<file path="src/rtl/gate_truth_bist_pkg.sv">
// Shared types and helpers for the exhaustive gate truth-table BIST.
package gate_truth_bist_pkg;

  typedef enum logic [1:0] {
    S_IDLE   = 2'd0,
    S_SETTLE = 2'd1,
    S_SAMPLE = 2'd2,
    S_FIN    = 2'd3
  } state_t;

  function automatic int unsigned n_vec(input int unsigned n_in);
    return 32'd1 << n_in;
  endfunction

endpackage

</file>
<file path="src/rtl/gate_truth_bist_if.sv">
// BIST-to-gate bus: stimulus vector, gate response, run status and per-vector log.
interface gate_truth_bist_if #(
  parameter int unsigned N_IN = 2
);
  logic            START;
  logic [N_IN-1:0] A_OUT;
  logic            Y_IN;
  logic            BUSY;
  logic            DONE;
  logic            PASS;
  logic [N_IN:0]   ERR_CNT;
  logic [N_IN-1:0] FAIL_VEC;
  logic            LOG_VALID;
  logic [N_IN-1:0] LOG_VEC;
  logic            LOG_Y;
  logic            LOG_ERR;

  modport master (
    output START, Y_IN,
    input  A_OUT, BUSY, DONE, PASS, ERR_CNT, FAIL_VEC,
    input  LOG_VALID, LOG_VEC, LOG_Y, LOG_ERR
  );

  modport slave (
    input  START, Y_IN,
    output A_OUT, BUSY, DONE, PASS, ERR_CNT, FAIL_VEC,
    output LOG_VALID, LOG_VEC, LOG_Y, LOG_ERR
  );
endinterface

</file>
<file path="src/rtl/gate_truth_bist_settle_timer.sv">
// Settle-time down-counter: load, decrement while enabled, flag when zero.
module bist_settle_timer #(
  parameter int unsigned W = 2
) (
  input  logic         clk,
  input  logic         rst,
  input  logic         i_load,
  input  logic [W-1:0] i_load_val,
  input  logic         i_dec,
  output logic         o_zero
);
  logic [W-1:0] r_cnt;

  always_ff @(posedge clk) begin
    if (rst)                       r_cnt <= '0;
    else if (i_load)               r_cnt <= i_load_val;
    else if (i_dec && r_cnt != '0) r_cnt <= r_cnt - 1'b1;
  end

  assign o_zero = (r_cnt == '0);
endmodule

</file>
<file path="src/rtl/gate_truth_bist.sv">
// Exhaustive truth-table driver/checker for a small combinational gate.
module gate_truth_bist
  import gate_truth_bist_pkg::*;
#(
  parameter int unsigned              N_IN   = 2,
  parameter int unsigned              SETTLE = 2,
  parameter logic [(1<<N_IN)-1:0]     EXP_TT = 4'b1000
) (
  input  logic              CLK,
  input  logic              RST,
  gate_truth_bist_if.slave  io
);
  localparam int unsigned TW = $clog2(SETTLE) + 1;

  state_t          r_state, w_next;
  logic [N_IN-1:0] r_vec;
  logic [N_IN:0]   r_err_cnt;
  logic [N_IN-1:0] r_fail_vec;
  logic            r_done, r_pass;
  logic            r_log_valid, r_log_y, r_log_err;
  logic [N_IN-1:0] r_log_vec;

  logic            w_idle_like, w_start, w_last, w_mis, w_zero, w_load, w_dec;
  logic [N_IN:0]   w_err_nxt;

  assign w_idle_like = (r_state == S_IDLE) || (r_state == S_FIN);
  assign w_start     = w_idle_like && io.START;
  assign w_last      = (r_vec == '1);
  // Case-inequality so an X/Z response is scored as a mismatch.
  assign w_mis       = (io.Y_IN !== EXP_TT[r_vec]);
  assign w_err_nxt   = r_err_cnt + {{N_IN{1'b0}}, w_mis};
  assign w_load      = w_start || ((r_state == S_SAMPLE) && !w_last);
  assign w_dec       = (r_state == S_SETTLE);

  bist_settle_timer #(.W(TW)) u_timer (
    .clk        (CLK),
    .rst        (RST),
    .i_load     (w_load),
    .i_load_val (TW'(SETTLE - 1)),
    .i_dec      (w_dec),
    .o_zero     (w_zero)
  );

  always_ff @(posedge CLK) begin
    if (RST) r_state <= S_IDLE;
    else     r_state <= w_next;
  end

  always_comb begin
    w_next = r_state;
    case (r_state)
      S_IDLE, S_FIN: if (io.START) w_next = S_SETTLE;
      S_SETTLE:      if (w_zero)   w_next = S_SAMPLE;
      S_SAMPLE:      w_next = w_last ? S_FIN : S_SETTLE;
      default:       w_next = S_IDLE;
    endcase
  end

  always_ff @(posedge CLK) begin
    if (RST) begin
      r_vec       <= '0;
      r_err_cnt   <= '0;
      r_fail_vec  <= '0;
      r_done      <= 1'b0;
      r_pass      <= 1'b0;
      r_log_valid <= 1'b0;
      r_log_vec   <= '0;
      r_log_y     <= 1'b0;
      r_log_err   <= 1'b0;
    end else begin
      r_log_valid <= 1'b0;
      if (w_start) begin
        r_vec      <= '0;
        r_err_cnt  <= '0;
        r_fail_vec <= '0;
        r_done     <= 1'b0;
        r_pass     <= 1'b0;
      end else if (r_state == S_SAMPLE) begin
        r_log_valid <= 1'b1;
        r_log_vec   <= r_vec;
        r_log_y     <= io.Y_IN;
        r_log_err   <= w_mis;
        r_err_cnt   <= w_err_nxt;
        if (w_mis && r_err_cnt == '0) r_fail_vec <= r_vec;
        if (w_last) begin
          r_done <= 1'b1;
          r_pass <= (w_err_nxt == '0);
        end else begin
          r_vec <= r_vec + 1'b1;
        end
      end
    end
  end

  // A_OUT tracks the vector counter directly; it holds the last vector in FIN.
  assign io.A_OUT     = r_vec;
  assign io.BUSY      = (r_state == S_SETTLE) || (r_state == S_SAMPLE);
  assign io.DONE      = r_done;
  assign io.PASS      = r_pass;
  assign io.ERR_CNT   = r_err_cnt;
  assign io.FAIL_VEC  = r_fail_vec;
  assign io.LOG_VALID = r_log_valid;
  assign io.LOG_VEC   = r_log_vec;
  assign io.LOG_Y     = r_log_y;
  assign io.LOG_ERR   = r_log_err;
endmodule
</file>
<file path="src/flat_wrapper.sv">
// flat-port wrapper written by rule: the top's interface ports become plain ports
module gate_truth_bist_flat import gate_truth_bist_pkg::*;
#(
  parameter int unsigned              N_IN   = 2,
  parameter int unsigned              SETTLE = 2,
  parameter logic [(1<<N_IN)-1:0]     EXP_TT = 4'b1000
)
  (CLK, RST, io_START, io_Y_IN, io_A_OUT, io_BUSY, io_DONE, io_PASS, io_ERR_CNT, io_FAIL_VEC, io_LOG_VALID, io_LOG_VEC, io_LOG_Y, io_LOG_ERR);
  gate_truth_bist_if #(.N_IN(N_IN)) io_i ();
  input  logic CLK;
  input  logic RST;
  input wire logic [$bits(io_i.START)-1:0] io_START;
  input wire logic [$bits(io_i.Y_IN)-1:0] io_Y_IN;
  output wire logic [$bits(io_i.A_OUT)-1:0] io_A_OUT;
  output wire logic [$bits(io_i.BUSY)-1:0] io_BUSY;
  output wire logic [$bits(io_i.DONE)-1:0] io_DONE;
  output wire logic [$bits(io_i.PASS)-1:0] io_PASS;
  output wire logic [$bits(io_i.ERR_CNT)-1:0] io_ERR_CNT;
  output wire logic [$bits(io_i.FAIL_VEC)-1:0] io_FAIL_VEC;
  output wire logic [$bits(io_i.LOG_VALID)-1:0] io_LOG_VALID;
  output wire logic [$bits(io_i.LOG_VEC)-1:0] io_LOG_VEC;
  output wire logic [$bits(io_i.LOG_Y)-1:0] io_LOG_Y;
  output wire logic [$bits(io_i.LOG_ERR)-1:0] io_LOG_ERR;
  assign io_i.START = io_START;
  assign io_i.Y_IN = io_Y_IN;
  assign io_A_OUT = io_i.A_OUT;
  assign io_BUSY = io_i.BUSY;
  assign io_DONE = io_i.DONE;
  assign io_PASS = io_i.PASS;
  assign io_ERR_CNT = io_i.ERR_CNT;
  assign io_FAIL_VEC = io_i.FAIL_VEC;
  assign io_LOG_VALID = io_i.LOG_VALID;
  assign io_LOG_VEC = io_i.LOG_VEC;
  assign io_LOG_Y = io_i.LOG_Y;
  assign io_LOG_ERR = io_i.LOG_ERR;
  gate_truth_bist #(.N_IN(N_IN), .SETTLE(SETTLE), .EXP_TT(EXP_TT)) u_core (.CLK(CLK), .RST(RST), .io(io_i));
endmodule
</file>
<file path="config.mk">
export PLATFORM = sky130hd
export DESIGN_NAME = gate_truth_bist_flat
export DESIGN_NICKNAME = d
export VERILOG_FILES = /design/src/rtl/gate_truth_bist_pkg.sv /design/src/rtl/gate_truth_bist_if.sv /design/src/rtl/gate_truth_bist_settle_timer.sv /design/src/rtl/gate_truth_bist.sv /design/src/flat_wrapper.sv
export SDC_FILE = /design/constraint.sdc
export NUM_CORES = 1
export LEC_CHECK = 0
export CAP_MARGIN = 20
export CORE_MARGIN = 2
export CORE_UTILIZATION = 50
export CTS_CLUSTER_SIZE = 14
export DETAILED_ROUTE_END_ITERATION = 8
export MAX_ROUTING_LAYER = met4
export PLACE_DENSITY = 0.85
export SLEW_MARGIN = 20
export SYNTH_ARGS = -nofsm -noshare
export SYNTH_HDL_FRONTEND = slang
export SYNTH_HIERARCHICAL = 1
export SYNTH_SLANG_ARGS = --single-unit
</file>
<file path="constraint.sdc">
create_clock -name CLK -period 5.2 [get_ports CLK]
set_clock_uncertainty 0.15 [all_clocks]
set_input_delay 1.3 -clock CLK [delete_from_list [all_inputs] [get_ports CLK]]
set_output_delay 1.3 -clock CLK [all_outputs]
set_load 0.01 [all_outputs]
</file>
==> report_table.html, run 1 <==
<table>
<tr><th>Metric</th><th>Value</th></tr>
<tr><th colspan="2">Floorplanning</th></tr>
<tr><td>Die outline width</td><td>45.1 µm</td></tr>
<tr><td>Die Span Y</td><td>45.1 µm</td></tr>
<tr><td>Die ar.</td><td>around 2000 µm²</td></tr>
<tr><td>Initial standard-cell utilization of the core</td><td>between 50% and 60%</td></tr>
<tr><td>Std-Cell Rows</td><td>14</td></tr>
<tr><td>Core region area</td><td>about 1500 µm²</td></tr>
<tr><td>Top Ports</td><td>19</td></tr>
<tr><th colspan="2">Timing</th></tr>
<tr><td>Fin Setup TNS</td><td>0 ps</td></tr>
<tr><td>Minimum clock period after layout</td><td>3250 ps</td></tr>
<tr><td>Highest achievable clock rate</td><td>308 MHz</td></tr>
<tr><td>Slack of the critical path</td><td>1950 ps</td></tr>
<tr><td>Hold violation count in the final report</td><td>0</td></tr>
<tr><td>Actual transition at the worst max-transition pin</td><td>543 ps</td></tr>
<tr><td>Worst slew margin relative to its limit</td><td>~64%</td></tr>
<tr><td>Final number of max-transition violations</td><td>0</td></tr>
<tr><td># setup viols final</td><td>0</td></tr>
<tr><td>Unrepaired setup endpoints after global routing</td><td>false</td></tr>
<tr><td>Period utilization</td><td>62.4%</td></tr>
<tr><th colspan="2">Placed design</th></tr>
<tr><td># port buffers</td><td>18</td></tr>
<tr><td>HPWL after detailed placement</td><td>1.22 mm</td></tr>
<tr><td>Worst-case setup slack after placement</td><td>1650 ps</td></tr>
<tr><td>Final Wtd Congestion</td><td>0.734</td></tr>
<tr><th colspan="2">Critical path</th></tr>
<tr><td>Most used cell along the critical path</td><td>sky130_fd_sc_hd__ha_1</td></tr>
<tr><td>WS Path Type</td><td>input port to flop</td></tr>
<tr><td>WP data arrival</td><td>roughly 3300 ps</td></tr>
<tr><td>Setup slack on the worst flop-to-flop path</td><td>2770 ps</td></tr>
<tr><td>Largest fanout on the critical path</td><td>4</td></tr>
<tr><td>Worst Path Required</td><td>5270 ps</td></tr>
<tr><td>Critical register-to-register path startpoint</td><td>u_core/io.A_OUT[0]</td></tr>
<tr><td>Crit path launch type</td><td>input port</td></tr>
<tr><td>Critical Path Start</td><td>io_Y_IN</td></tr>
<tr><td>Delay of the slowest critical-path stage</td><td>500 ps</td></tr>
<tr><td>Worst Path Buf+Inv</td><td>2</td></tr>
<tr><td>Last element of the critical path</td><td>u_core/io.PASS</td></tr>
<tr><td>Cells on worst reg2reg path</td><td>7</td></tr>
<tr><td>Critical path's top delay family</td><td>buffers and inverters</td></tr>
<tr><td>CP Depth</td><td>7</td></tr>
<tr><td>Slowest library cell on the worst path</td><td>sky130_fd_sc_hd__or4_1</td></tr>
<tr><td>Worst r2r dst</td><td>u_core/io.PASS</td></tr>
<tr><td>Worst Setup End Kind</td><td>flop</td></tr>
<tr><td>Critical path cell sequence</td><td>clkdlybuf4s50_1, xnor2_1, inv_1, ha_1, ha_1, or4_1, a21oi_1</td></tr>
<tr><th colspan="2">Synth</th></tr>
<tr><td>Number of distinct library cell variants in the gate-level netlist after synthesis</td><td>28</td></tr>
<tr><td>Sequential cell area fraction in the yosys report</td><td>between 40% and 50%</td></tr>
<tr><td>Gate count after technology mapping</td><td>93</td></tr>
<tr><td>Area fraction in compound gates after synthesis</td><td>between 10% and 20%</td></tr>
<tr><td>Mux share of post-synthesis cell area</td><td>7.12%</td></tr>
<tr><td>Post-Syn Area</td><td>843 µm²</td></tr>
<tr><td>Yosys reg bits</td><td>18</td></tr>
<tr><td>Post-Synth Adder-Cell Area</td><td>around 8.9%</td></tr>
<tr><td>Post-Syn Nets</td><td>103</td></tr>
<tr><td>Dominant combinational cell family by area after synthesis</td><td>simple AND/OR/NAND/NOR gates</td></tr>
<tr><td>Per-instance average area after synthesis</td><td>9.07 µm²</td></tr>
<tr><td>Yosys warning count</td><td>6</td></tr>
<tr><td>Post-Synth XOR/XNOR Area</td><td>around 5.2%</td></tr>
<tr><td>Post-Synth Simple-Gate Area</td><td>18.4%</td></tr>
<tr><th colspan="2">Route</th></tr>
<tr><td>Drt via density</td><td>5.28</td></tr>
<tr><td>First-iteration detailed-routing DRC count</td><td>14</td></tr>
<tr><td>ANT nets after route</td><td>0</td></tr>
<tr><td>Routed via count</td><td>~680</td></tr>
<tr><td>WL final</td><td>1.59 mm</td></tr>
<tr><td>Number of design rule violations left after detail routing</td><td>0</td></tr>
<tr><td>WL per Instance</td><td>12.4 µm</td></tr>
<tr><td>DR pass1 iterations</td><td>6</td></tr>
<tr><th colspan="2">Global route</th></tr>
<tr><td>Congestion Overflow GR</td><td>0</td></tr>
<tr><td>Aggregate global-route resource usage</td><td>roughly 19%</td></tr>
<tr><td>First-pass GRT wire length</td><td>2.75 mm</td></tr>
<tr><td>Antenna violations before repair</td><td>0</td></tr>
<tr><td>Via count of the first global-routing pass</td><td>641</td></tr>
<tr><td>Maximum number of pins on one net before global-route repair</td><td>15</td></tr>
<tr><th colspan="2">Clocking</th></tr>
<tr><td>Clock tree from TritonCTS</td><td>built</td></tr>
<tr><td>Depth of the CTS H-tree</td><td>1</td></tr>
<tr><td>Library cell used as clock root buffer</td><td>sky130_fd_sc_hd__clkbuf_4</td></tr>
<tr><td>Clock tree sinks</td><td>18</td></tr>
<tr><td>Clock latency at the later pin of the worst-skew pair</td><td>~290 ps</td></tr>
<tr><td>Reg clk slew, reported paths</td><td>100 ps</td></tr>
<tr><td>Number of buffers created by CTS</td><td>3</td></tr>
<tr><td>Number of hold-repair buffers added at the cts stage</td><td>0</td></tr>
<tr><td>Post-CTS Setup Repair Bufs</td><td>0</td></tr>
<tr><td>Deepest clock path buffer count</td><td>2</td></tr>
<tr><td>Number of instances resized during post-cts repair</td><td>0</td></tr>
<tr><th colspan="2">Cells and area</th></tr>
<tr><td>Area of the multi-input gates</td><td>between 400 and 500 µm²</td></tr>
<tr><td>Relative area change from synthesis to final layout</td><td>25.4%</td></tr>
<tr><td>Most frequent cells in the layout</td><td>18 x sky130_fd_sc_hd__clkdlybuf4s50_1, 18 x sky130_fd_sc_hd__dfxtp_1, 12 x sky130_fd_sc_hd__nor2_1</td></tr>
<tr><td>Sequential Area</td><td>360 µm²</td></tr>
<tr><td>Number of fill cells in the layout</td><td>132</td></tr>
<tr><td>Nets@finish</td><td>124</td></tr>
<tr><td>Share of post-route cells with drive strength above 1</td><td>5.36%</td></tr>
<tr><td>Diodes inserted</td><td>0</td></tr>
<tr><th colspan="2">Outcome</th></tr>
<tr><td>Result of the run</td><td>finished clean</td></tr>
<tr><th colspan="2">Hold path</th></tr>
<tr><td>Classification of the worst-slack hold path</td><td>flop to flop</td></tr>
<tr><th colspan="2">Pwr</th></tr>
<tr><td>Static Leakage</td><td>about 0.4 nW</td></tr>
<tr><td>Largest voltage drop on the vdd net</td><td>0.000190 V</td></tr>
<tr><td>P per Cell Area</td><td>261 nW/µm²</td></tr>
<tr><th colspan="2">Job</th></tr>
<tr><td>Number of max-cap violations</td><td>0</td></tr>
</table>
## per-layer routing
metal,wire length [µm],track usage (%)
met5,0,-
met4,41,12.4
met3,66,2.40
met2,782,30.9
met1,699,23.2
## sequential cells by signal (all words and copies together), names as in the netlist
register              flops
u_core/io.LOG_Y           1
u_core/io.LOG_VALID       1
u_core/r_state            2
u_core/io.FAIL_VEC        2
u_core/io.PASS            1
u_core/io.ERR_CNT         3
u_core/io.LOG_VEC         2
u_core/io.DONE            1
u_core/io.A_OUT           2
u_core/io.LOG_ERR         1
u_core/u_timer/r_cnt      2
## power by group
part / total, W / internal [W] / switching, W / leakage [nW]
Combinational: 0.0000612 / 0.0000295 / 0.0000317 / 0.248
Clock: 0.0000668 / 0.0000269 / 0.0000399 / 0.0138
Sequential: 0.000148 / 0.000144 / 0.00000415 / 0.146
## stage by stage
stage               cell area, µm²  utilization (%)  hold slack, ps  std cells  power (W)
CTS                           1060             68.6             329        128   0.000278
finish                        1060             68.6             325        128   0.000276
detailed placement            1030             67.1             309        125   0.000212
global placement              1030             67.1             293        125   0.000210
floorplan                      843                -             311         93   0.000195
global route                  1060             68.6             334        128   0.000292
## worst register-to-register path: stages (launching register included)
cell	delay, ps
sky130_fd_sc_hd__dfxtp_1	370
sky130_fd_sc_hd__ha_1	270
sky130_fd_sc_hd__xnor2_1	290
sky130_fd_sc_hd__inv_1	130
sky130_fd_sc_hd__ha_1	210
sky130_fd_sc_hd__ha_1	280
sky130_fd_sc_hd__or4_1	500
sky130_fd_sc_hd__a21oi_1	160
## layout make-up
type                    count  area share, %
clock buffers               3           2.13
inverters                   9           3.20
multi-input cells          64           41.7
flip-flops and latches     18           34.1
well taps                  16           1.89
repair buffers             18           17.0
## synth_stat cells
library cell | number | share of area (%)
sky130_fd_sc_hd__a21o_1 | 2 | 1.8
sky130_fd_sc_hd__a211oi_2 | 1 | 1.5
sky130_fd_sc_hd__nor2b_4 | 1 | 1.6
sky130_fd_sc_hd__conb_1 | 2 | 0.89
sky130_fd_sc_hd__inv_1 | 9 | 4.0
sky130_fd_sc_hd__buf_2 | 1 | 0.59
sky130_fd_sc_hd__xnor2_1 | 3 | 3.1
sky130_fd_sc_hd__mux2i_1 | 6 | 7.1
sky130_fd_sc_hd__or3_1 | 1 | 0.74
sky130_fd_sc_hd__nand2_1 | 4 | 1.8
sky130_fd_sc_hd__a31oi_1 | 1 | 0.74
sky130_fd_sc_hd__o21ai_0 | 4 | 2.4
sky130_fd_sc_hd__xor2_1 | 2 | 2.1
sky130_fd_sc_hd__nand3b_1 | 1 | 0.89
sky130_fd_sc_hd__a21oi_1 | 6 | 3.6
sky130_fd_sc_hd__and2b_1 | 1 | 0.89
sky130_fd_sc_hd__dfxtp_1 | 18 | 43
sky130_fd_sc_hd__or4b_1 | 1 | 1.2
sky130_fd_sc_hd__nor4b_1 | 1 | 1.0
sky130_fd_sc_hd__nand3_1 | 3 | 1.8
sky130_fd_sc_hd__clkbuf_1 | 1 | 0.44
sky130_fd_sc_hd__ha_1 | 6 | 8.9
sky130_fd_sc_hd__a211oi_1 | 1 | 0.89
sky130_fd_sc_hd__or4_1 | 1 | 0.89
sky130_fd_sc_hd__o211ai_1 | 1 | 0.89
sky130_fd_sc_hd__nor2_1 | 12 | 5.3
sky130_fd_sc_hd__or2_2 | 1 | 0.74
sky130_fd_sc_hd__nor2b_1 | 2 | 1.5
## cells by family (layout without fill, tap and decap cells)
family,after synthesis,after routing
adders and majority gates,6,6
other,2,2
DFF,18,18
xor gates and xnor gates,5,5
and+or+nand+nor,29,29
muxes,6,6
buffers and inverters,11,30
AOI/OAI and AO/OA,16,16
## worst min path at each step
stage,start,endpoint,slack (ps),cells after the start
final,u_core/io.PASS,u_core/io.PASS,320,2
after global routing,u_core/io.PASS,u_core/io.PASS,330,2
after CTS,u_core/io.PASS,u_core/io.PASS,330,2
after detailed placement,u_core/io.DONE,u_core/io.DONE,310,2
after global placement,u_core/io.PASS,u_core/io.PASS,290,2
after floorplan,u_core/r_state[0],u_core/r_state[0],310,2
No activity file was read; power rests on OpenSTA's default activity.
==> run 2: changes to the inputs <==
CORE_UTILIZATION = 43   (was 50)
PLACE_DENSITY = 0.79   (was 0.85)
clock period = 2.7 ns   (was 5.2 ns; I/O delays follow)
==> run 2 against run 1 <==
  * Sequential power grew 93%
  * Register-to-register slack worse by 2300 ps
  * Sequential share of layout area is 1.3 points lower
  * Largest cell class unchanged
  * Combinational power increased by 96%
  * Via count increased by 1.2%
  * Clock power increased by 150%
  * Sequential cell count unchanged
==> report_table.html, run 2 (same netlist as run 1, synthesis figures left out) <==
<table>
<tr><th>Metric</th><th>Value</th></tr>
<tr><th colspan="2">Clocking</th></tr>
<tr><td>Deepest clock path buffer count</td><td>2</td></tr>
<tr><td>Clock tree from TritonCTS</td><td>built</td></tr>
<tr><td>Reg clk slew, reported paths</td><td>approximately 100 ps</td></tr>
<tr><td>Depth of the CTS H-tree</td><td>1</td></tr>
<tr><td>Post-CTS Setup Repair Bufs</td><td>0</td></tr>
<tr><td>Number of instances resized during post-cts repair</td><td>0</td></tr>
<tr><td>Library cell used as clock root buffer</td><td>sky130_fd_sc_hd__clkbuf_4</td></tr>
<tr><td>Number of buffers created by CTS</td><td>3</td></tr>
<tr><td>Number of hold-repair buffers added at the cts stage</td><td>0</td></tr>
<tr><td>Clock latency at the later pin of the worst-skew pair</td><td>290 ps</td></tr>
<tr><td>Clock tree sinks</td><td>18</td></tr>
<tr><th colspan="2">Cells and area</th></tr>
<tr><td>Post-layout instance area</td><td>between 1000 and 1500 µm²</td></tr>
<tr><td>Share of post-route cells with drive strength above 1</td><td>7.83%</td></tr>
<tr><td>Share of the core filled with cells</td><td>57.8%</td></tr>
<tr><td>Most frequent cells in the layout</td><td>18 x sky130_fd_sc_hd__clkdlybuf4s50_1, 18 x sky130_fd_sc_hd__dfxtp_1, 12 x sky130_fd_sc_hd__nor2_1</td></tr>
<tr><td>Relative area change from synthesis to final layout</td><td>30.4%</td></tr>
<tr><td>Max FFs per register</td><td>3</td></tr>
<tr><td>Diodes inserted</td><td>0</td></tr>
<tr><td>Nets@finish</td><td>126</td></tr>
<tr><th colspan="2">Critical path</th></tr>
<tr><td>Critical Path Start</td><td>u_core/r_state[0]</td></tr>
<tr><td>WP data arrival</td><td>1670 ps</td></tr>
<tr><td>Worst Path Required</td><td>~1900 ps</td></tr>
<tr><td>Cells on worst reg2reg path</td><td>7</td></tr>
<tr><td>WS Path Type</td><td>flop to primary output</td></tr>
<tr><td>Largest fanout on the critical path</td><td>5</td></tr>
<tr><td>Crit path launch type</td><td>flop</td></tr>
<tr><td>Worst Setup End Kind</td><td>primary output</td></tr>
<tr><td>Critical register-to-register path startpoint</td><td>u_core/io.A_OUT[0]</td></tr>
<tr><th colspan="2">Route</th></tr>
<tr><td>Number of design rule violations left after detail routing</td><td>0</td></tr>
<tr><td>DR pass1 iterations</td><td>4</td></tr>
<tr><td>First-iteration detailed-routing DRC count</td><td>16</td></tr>
<tr><td>Routed via count</td><td>684</td></tr>
<tr><td>WL final</td><td>1.58 mm</td></tr>
<tr><td>WL per Instance</td><td>11.1 µm</td></tr>
<tr><td>ANT nets after route</td><td>0</td></tr>
<tr><td>Drt via density</td><td>4.82</td></tr>
<tr><th colspan="2">Outcome</th></tr>
<tr><td>Result of the run</td><td>finished clean</td></tr>
<tr><th colspan="2">Placed design</th></tr>
<tr><td>HPWL after detailed placement</td><td>between 1 and 1.5 mm</td></tr>
<tr><td>Final Wtd Congestion</td><td>0.752</td></tr>
<tr><td>Cell area reported after detailed placement</td><td>1060 µm²</td></tr>
<tr><td># port buffers</td><td>18</td></tr>
<tr><th colspan="2">Global route</th></tr>
<tr><td>Antenna violations before repair</td><td>0</td></tr>
<tr><td>Via count of the first global-routing pass</td><td>623</td></tr>
<tr><td>Aggregate global-route resource usage</td><td>15.6%</td></tr>
<tr><td>Maximum number of pins on one net before global-route repair</td><td>15</td></tr>
<tr><td>First-pass GRT wire length</td><td>~2.5 mm</td></tr>
<tr><td>Congestion Overflow GR</td><td>0</td></tr>
<tr><th colspan="2">Hold path</th></tr>
<tr><td>Critical hold path startpoint</td><td>u_core/io.PASS</td></tr>
<tr><td>Classification of the worst-slack hold path</td><td>flop to flop</td></tr>
<tr><td>Hold Path Cell Cnt</td><td>2</td></tr>
<tr><th colspan="2">Timing</th></tr>
<tr><td>Highest achievable clock rate</td><td>401 MHz</td></tr>
<tr><td>Period utilization</td><td>between 90% and 100%</td></tr>
<tr><td>Unrepaired setup endpoints after global routing</td><td>false</td></tr>
<tr><td>Final number of max-transition violations</td><td>0</td></tr>
<tr><td># setup viols final</td><td>0</td></tr>
<tr><td>Hold violation count in the final report</td><td>0</td></tr>
<tr><td>Minimum clock period after layout</td><td>2490 ps</td></tr>
<tr><td>Actual transition at the worst max-transition pin</td><td>574 ps</td></tr>
<tr><td>Worst slew margin relative to its limit</td><td>61.7%</td></tr>
<tr><th colspan="2">Pwr</th></tr>
<tr><td>Final total power</td><td>roughly 0.00057 W</td></tr>
<tr><td>Largest voltage drop on the vdd net</td><td>0.000317 V</td></tr>
<tr><td>P per Cell Area</td><td>517 nW/µm²</td></tr>
<tr><td>Static Leakage</td><td>0.424 nW</td></tr>
<tr><th colspan="2">Floorplanning</th></tr>
<tr><td>Std-Cell Rows</td><td>16</td></tr>
<tr><td>Initial standard-cell utilization of the core</td><td>44.3%</td></tr>
<tr><td>Die ar.</td><td>2330 µm²</td></tr>
<tr><td>Top Ports</td><td>19</td></tr>
<tr><td>Die outline width</td><td>48.3 µm</td></tr>
<tr><td>Die Span Y</td><td>between 40 and 50 µm</td></tr>
<tr><td>Core region area</td><td>1900 µm²</td></tr>
<tr><th colspan="2">Job</th></tr>
<tr><td>Number of max-cap violations</td><td>0</td></tr>
</table>
==> run 2: power by group <==
part / internal, W / leakage, nW / switching [W]
combinational: 0.0000589 / 0.258 / 0.0000613
clock: 0.0000822 / 0.0210 / 0.0000817
sequential: 0.000277 / 0.146 / 0.00000763
total: 0.000418 / 0.424 / 0.000151
==> run 2: per-layer routing <==
| layer | global-route usage [%] | wire [µm] | part of all wire [%] |
|---|---|---|---|
| met5 | - | 0 | 0 |
| met4 | 8.11 | 14 | 0.89 |
| met3 | 2.22 | 55 | 3.5 |
| met2 | 27.1 | 815 | 52 |
| met1 | 17.2 | 696 | 44 |
==> run 2: path summary, 6_finish.rpt <==
check / endpoint / slack, ps
worst min-delay path: u_core/io.PASS / 320
worst max-delay path: io_BUSY / 210
worst max register to register: u_core/io.PASS / 460
worst min register to register: u_core/io.PASS / 320
==> run 2: layout make-up <==
cell class / instances / area, µm²
Fill cell: 171 / 802
Tap cell: 27 / 33.8
Sequential cell: 18 / 360
Timing Repair Buffer: 20 / 195
Multi-Input combinational cell: 64 / 440
Inverter: 9 / 33.8
Clock buffer: 4 / 36.3
==> run 2: critical path: stages, from the launching register on <==
cell                              delay (ps)
sky130_fd_sc_hd__dfxtp_1                 370
sky130_fd_sc_hd__inv_1                    50
sky130_fd_sc_hd__ha_1                    330
sky130_fd_sc_hd__inv_1                    90
sky130_fd_sc_hd__clkdlybuf4s50_1         530
==> run 2: through the flow <==
stage / setup slack (ps) / cells / setup TNS (ps) / hold WS, ps
final: 206 / 142 / 0 / 316
after global routing: 100 / 142 / 0 / 355
after CTS: 194 / 142 / 0 / 324
after floorplan: 413 / 93 / 0 / 311
after global placement: -13.2 / 138 / -13.2 / 301
after detailed placement: -42.0 / 138 / -42.0 / 312
==> run 3: changes to the inputs <==
==> constraint.sdc (replaced) <==
create_clock -name CLK -period 2.7 [get_ports CLK]
set_clock_uncertainty 0.15 [all_clocks]
set_input_delay 0.54 -clock CLK [delete_from_list [all_inputs] [get_ports CLK]]
set_output_delay 0.54 -clock CLK [all_outputs]
set_load 0.01 [all_outputs]
==> run 3 against run 2 <==
  * Cell area decreased by 0.68%
  * Register-to-register slack got worse by 80 ps
  * Die area unchanged
  * Worst setup slack improved by 120 ps
  * Global-route usage is 1.5 points higher
  * Critical path type is now input port to flop
  * Critical endpoint is now u_core/io.PASS
  * Largest cell class unchanged
==> report_table.html, run 3 (same netlist as run 1, synthesis figures left out) <==
<table>
<tr><th>Metric</th><th>Value</th></tr>
<tr><th colspan="2">Global route</th></tr>
<tr><td>Via count of the first global-routing pass</td><td>roughly 670</td></tr>
<tr><td>Antenna violations before repair</td><td>0</td></tr>
<tr><td>Aggregate global-route resource usage</td><td>about 17%</td></tr>
<tr><td>Maximum number of pins on one net before global-route repair</td><td>15</td></tr>
<tr><td>First-pass GRT wire length</td><td>2.67 mm</td></tr>
<tr><td>Congestion Overflow GR</td><td>0</td></tr>
<tr><th colspan="2">Timing</th></tr>
<tr><td>Fin Setup TNS</td><td>0 ps</td></tr>
<tr><td>Hold violation count in the final report</td><td>0</td></tr>
<tr><td>Highest achievable clock rate</td><td>around 420 MHz</td></tr>
<tr><td># setup viols final</td><td>0</td></tr>
<tr><td>Actual transition at the worst max-transition pin</td><td>565 ps</td></tr>
<tr><td>Final number of max-transition violations</td><td>0</td></tr>
<tr><td>Minimum clock period after layout</td><td>2370 ps</td></tr>
<tr><td>Worst slew margin relative to its limit</td><td>62.3%</td></tr>
<tr><td>Period utilization</td><td>between 80% and 90%</td></tr>
<tr><td>Unrepaired setup endpoints after global routing</td><td>false</td></tr>
<tr><th colspan="2">Pwr</th></tr>
<tr><td>P per Cell Area</td><td>roughly 520 nW/µm²</td></tr>
<tr><td>Final total power</td><td>0.000568 W</td></tr>
<tr><td>Static Leakage</td><td>0.420 nW</td></tr>
<tr><td>Largest voltage drop on the vdd net</td><td>0.000243 V</td></tr>
<tr><th colspan="2">Critical path</th></tr>
<tr><td>Worst Setup End Kind</td><td>flop</td></tr>
<tr><td>Crit path launch type</td><td>input port</td></tr>
<tr><td>Worst Path Required</td><td>2780 ps</td></tr>
<tr><td>WS Path Type</td><td>input port to flop</td></tr>
<tr><td>WP data arrival</td><td>~2500 ps</td></tr>
<tr><td>Setup slack on the worst flop-to-flop path</td><td>380 ps</td></tr>
<tr><td>Largest fanout on the critical path</td><td>3</td></tr>
<tr><th colspan="2">Cells and area</th></tr>
<tr><td>Diodes inserted</td><td>0</td></tr>
<tr><td>Share of the core filled with cells</td><td>57.4%</td></tr>
<tr><td>Relative area change from synthesis to final layout</td><td>29.5%</td></tr>
<tr><td>Share of post-route cells with drive strength above 1</td><td>7.02%</td></tr>
<tr><td>Final standard cell count with taps included and fillers excluded</td><td>141</td></tr>
<tr><td>Most frequent cells in the layout</td><td>18 x sky130_fd_sc_hd__clkdlybuf4s50_1, 18 x sky130_fd_sc_hd__dfxtp_1, 12 x sky130_fd_sc_hd__nor2_1</td></tr>
<tr><td>Nets@finish</td><td>between 100 and 150</td></tr>
<tr><td>Max FFs per register</td><td>3</td></tr>
<tr><th colspan="2">Floorplanning</th></tr>
<tr><td>Die ar.</td><td>2330 µm²</td></tr>
<tr><td>Top Ports</td><td>19</td></tr>
<tr><td>Die outline width</td><td>48.3 µm</td></tr>
<tr><td>Core region area</td><td>between 1500 and 2000 µm²</td></tr>
<tr><td>Std-Cell Rows</td><td>16</td></tr>
<tr><td>Initial standard-cell utilization of the core</td><td>between 40% and 50%</td></tr>
<tr><td>Die Span Y</td><td>48.3 µm</td></tr>
<tr><th colspan="2">Clocking</th></tr>
<tr><td>Depth of the CTS H-tree</td><td>1</td></tr>
<tr><td>Clock tree sinks</td><td>18</td></tr>
<tr><td>Library cell used as clock root buffer</td><td>sky130_fd_sc_hd__clkbuf_4</td></tr>
<tr><td>Number of buffers created by CTS</td><td>3</td></tr>
<tr><td>Number of hold-repair buffers added at the cts stage</td><td>0</td></tr>
<tr><td>Reg clk slew, reported paths</td><td>100 ps</td></tr>
<tr><td>Clock tree from TritonCTS</td><td>built</td></tr>
<tr><td>Deepest clock path buffer count</td><td>2</td></tr>
<tr><td>Post-CTS Setup Repair Bufs</td><td>0</td></tr>
<tr><td>Number of instances resized during post-cts repair</td><td>0</td></tr>
<tr><td>Clock latency at the later pin of the worst-skew pair</td><td>a little under 300 ps</td></tr>
<tr><th colspan="2">Route</th></tr>
<tr><td>Drt via density</td><td>4.82</td></tr>
<tr><td>Routed via count</td><td>between 600 and 700</td></tr>
<tr><td>Number of design rule violations left after detail routing</td><td>0</td></tr>
<tr><td>ANT nets after route</td><td>0</td></tr>
<tr><td>DR pass1 iterations</td><td>2</td></tr>
<tr><td>WL final</td><td>1.61 mm</td></tr>
<tr><td>WL per Instance</td><td>roughly 11 µm</td></tr>
<tr><td>First-iteration detailed-routing DRC count</td><td>2</td></tr>
<tr><th colspan="2">Outcome</th></tr>
<tr><td>Result of the run</td><td>finished clean</td></tr>
<tr><th colspan="2">Placed design</th></tr>
<tr><td>Count of placed standard cells including taps</td><td>~140</td></tr>
<tr><td>Final Wtd Congestion</td><td>0.757</td></tr>
<tr><td>HPWL after detailed placement</td><td>1.22 mm</td></tr>
<tr><td># port buffers</td><td>18</td></tr>
<tr><th colspan="2">Hold path</th></tr>
<tr><td>Classification of the worst-slack hold path</td><td>flop to flop</td></tr>
<tr><th colspan="2">Job</th></tr>
<tr><td>Number of max-cap violations</td><td>0</td></tr>
</table>
-- run 3: changes by cell type in the layout (fill, tap and decap cells not counted) --
cell,delta
sky130_fd_sc_hd__buf_4,-1
-- run 3: path summary, 6_finish.rpt --
check,from,endpoint,cells past startpoint
max reg2reg,u_core/io.A_OUT[0],u_core/io.PASS,7
min,u_core/io.PASS,u_core/io.PASS,2
min reg2reg,u_core/io.PASS,u_core/io.PASS,2
max,io_Y_IN,u_core/io.PASS,7
-- run 3: per-layer routing --
layer	share of wire [%]	vias to the layer above	wire length, µm	global-route usage (%)
met2	52	11	837	32.4
met1	45	312	716	17.7
li1	-	354	-	-
met5	0	-	0	-
met3	2.7	2	43	3.33
met4	0.50	0	8	4.86
-- run 3: area by class of cell --
class                      instances  area (µm²)
fill                             182         810
multi-input combinational         64         440
sequential                        18         360
timing repair buffer              19         188
clock buffer                       4        36.3
inverter                           9        33.8
tap                               27        33.8
-- run 3: critical path: stages --
cell and delay, ps:
sky130_fd_sc_hd__clkdlybuf4s50_1 450, sky130_fd_sc_hd__xnor2_1 220, sky130_fd_sc_hd__inv_1 100, sky130_fd_sc_hd__ha_1 190, sky130_fd_sc_hd__ha_1 280, sky130_fd_sc_hd__or4_1 520
sky130_fd_sc_hd__a21oi_1 140
-- run 3: through the flow --
| stage | hold WS [ps] | instance area [µm²] | setup slack (ps) |
|---|---|---|---|
| 3_5_place_dp | 318 | 1060 | 47.9 |
| 5_1_grt | 346 | 1090 | 236 |
| 3_3_place_gp | 301 | 1060 | 98.6 |
| 6_report | 336 | 1090 | 327 |
| 2_1_floorplan | 311 | 843 | 472 |
| 4_1_cts | 342 | 1090 | 332 |
-- run 3: report_power, final --
part	internal [W]	leakage (nW)	switching, W
registers	0.000277	0.146	0.00000752
clock network	0.0000821	0.0210	0.0000820
logic	0.0000580	0.253	0.0000609
==> RTL change (flow settings as in run 3) <==
`N_IN` is set to 2 in 3 places; all go to 3.
--- a/src/rtl/gate_truth_bist_if.sv
+++ b/src/rtl/gate_truth_bist_if.sv
@@ -1,6 +1,6 @@
 // BIST-to-gate bus: stimulus vector, gate response, run status and per-vector log.
 interface gate_truth_bist_if #(
-  parameter int unsigned N_IN = 2
+  parameter int unsigned N_IN = 3
 );
   logic            START;
   logic [N_IN-1:0] A_OUT;
--- a/src/rtl/gate_truth_bist.sv
+++ b/src/rtl/gate_truth_bist.sv
@@ -2,7 +2,7 @@
 module gate_truth_bist
   import gate_truth_bist_pkg::*;
 #(
-  parameter int unsigned              N_IN   = 2,
+  parameter int unsigned              N_IN   = 3,
   parameter int unsigned              SETTLE = 2,
   parameter logic [(1<<N_IN)-1:0]     EXP_TT = 4'b1000
 ) (
--- a/src/flat_wrapper.sv
+++ b/src/flat_wrapper.sv
@@ -1,7 +1,7 @@
 // flat-port wrapper written by rule: the top's interface ports become plain ports
 module gate_truth_bist_flat import gate_truth_bist_pkg::*;
 #(
-  parameter int unsigned              N_IN   = 2,
+  parameter int unsigned              N_IN   = 3,
   parameter int unsigned              SETTLE = 2,
   parameter logic [(1<<N_IN)-1:0]     EXP_TT = 4'b1000
 )
Interface: changed (resized io_A_OUT, io_ERR_CNT, io_FAIL_VEC and io_LOG_VEC); port bits go from 19 to 23. No check against the original RTL was run, so the function may have changed too.
==> RTL change against run 3 <==
Wire length is 46% higher. Sequential cell count is 5 higher. Highest routed layer is now met3. Register-to-register slack better by 0.30 ns. Via count is 39% higher. Synthesized area is 38% higher. Setup slack worse by 0.093 ns. Die area is 34% higher. Final area is 31% higher. Power is 28% higher. Non-clock buffer count is 6 higher.
==> RTL change: results (changes against run 3) <==
| Metric | Value |
|---|---|
| Status | `completed (unchanged)` |
| CP Data Arrival Time | `1.78 ns (was 2.45 ns)` |
| DP Area | `1410 um^2 (was 1060 um^2)` |
| Peak supply drop | `0.333 mV (was 0.243 mV)` |
| Vias per inst | `5.32 (was 4.82)` |
| Post-Synth Adder-Cell Area | `0.0971 (was 0.0890)` |
| DR top layer | `met3 (was met4)` |
| TritonCTS Buffers | `3 (unchanged)` |
| Post-synthesis xor/xnor area fraction | `0.0529 (was 0.0519)` |
| Met1 wire length | `1.08 mm (was 716 um)` |
| Layout Nets | `161 (was 125)` |
| Cell variety after synth | `36 (was 28)` |
| Met3 Use GR | `0.0233 (was 0.0333)` |
| Post-synthesis compound-gate area fraction | `0.148 (was 0.117)` |
| Crit Path Max Fanout | `6 (was 3)` |
| Seq/Total Area, Yosys | `0.397 (was 0.427)` |
| Largest net degree at the start of global routing | `14 (was 15)` |
| Gr usage total | `0.164 (was 0.172)` |
| I/O Buffers | `22 (was 18)` |
| Layout cells sized above 1 | `0.0816 (was 0.0702)` |
| Most frequent cells after synthesis | `dfxtp_1 (23), nor2_1 (15), ha_1 (9), inv_1 (9), a21oi_1 (8) (was dfxtp_1 (18), nor2_1 (12), inv_1 (9))` |
| Net Switching | `0.000219 W (was 0.000150 W)` |
| Synth top area cells | `dfxtp_1 (40%), ha_1 (9.7%), mux2i_1 (6.0%) (was dfxtp_1 (43%), ha_1 (8.9%), mux2i_1 (7.1%))` |
| DR iter-0 viols | `17 (was 2)` |
| Placed insts | `173 (was 137)` |
| Number of global-route vias before repair | `932 (was 672)` |
| Mux cell area share after synthesis | `0.0701 (was 0.0712)` |
| Fin cells | `177 (was 141)` |
| Met1 Use GR | `0.208 (was 0.177)` |
| CP max stage cell | `clkdlybuf4s50_1 (was or4_1)` |
| Leakage | `0.550 nW (was 0.420 nW)` |
| Metal3 WL | `97 um (was 43 um)` |
| Fillcell total | `250 (was 182)` |
| Cells after synthesis | `124 (was 93)` |
| Met2 usage | `0.276 (was 0.324)` |
| RD Place Congestion | `0.816 (was 0.757)` |
| Met2 WL post-DR | `1.17 mm (was 837 um)` |
| Syn nets | `137 (was 103)` |
| First-pass GRT wire length | `4.06 mm (was 2.67 mm)` |
| Detail Placement HPWL | `1.82 mm (was 1.22 mm)` |
| Number of flip-flops in the largest register | `4 (was 3)` |
| Routed Wire Length | `2.35 mm (was 1.61 mm)` |
-- RTL change: power groups by stage --
stage | clock, W | combinational [W] | sequential (W)
5_1_grt | 0.000180 | 0.000222 | 0.000375
4_1_cts | 0.000163 | 0.000200 | 0.000372
2_1_floorplan | 0 | 0.000147 | 0.000379
6_report | 0.000157 | 0.000199 | 0.000372
3_5_place_dp | 0 | 0.000199 | 0.000380
3_3_place_gp | 0 | 0.000191 | 0.000378
-- RTL change: metrics by stage --
step | setup slack (ns) | power [W] | util
final | 0.234 | 0.000728 | 0.568
after global routing | 0.117 | 0.000777 | 0.568
after CTS | 0.224 | 0.000735 | 0.568
after detailed placement | 0.00991 | 0.000579 | 0.558
after global placement | 0.0875 | 0.000570 | 0.558
after floorplan | 0.468 | 0.000525 | -
-- RTL change: layout make-up --
cell class / instances / area (um^2) / share of cell area
flip-flops and latches: 23 / 460 / 0.321
repair buffers: 25 / 243 / 0.169
well taps: 30 / 37.5 / 0.0262
clock buffers: 4 / 26.3 / 0.0183
inverters: 9 / 33.8 / 0.0236
multi-input cells: 86 / 633 / 0.442
-- RTL change: final timing paths --
check | end | slack (ns) | depth (start not counted) | start
min reg2reg | u_core/io.DONE$_SDFFE_PP0P_ | 0.31 | 2 | u_core/io.DONE$_SDFFE_PP0P_
max reg2reg | u_core/io.PASS$_SDFFE_PP0P_ | 0.68 | 7 | register
min | u_core/io.DONE$_SDFFE_PP0P_ | 0.31 | 2 | u_core/io.DONE$_SDFFE_PP0P_
max | io_BUSY | 0.23 | 4 | u_core/r_state[0]$_SDFFE_PP0P_
-- RTL change: critical path, delay by kind of cell (launching register included) --
| family | cells | cell delay (ns) |
|---|---|---|
| buffers and inverters | 3 | 0.69 |
| flip-flops | 1 | 0.41 |
| adder cells (fa/ha/maj) | 1 | 0.37 |
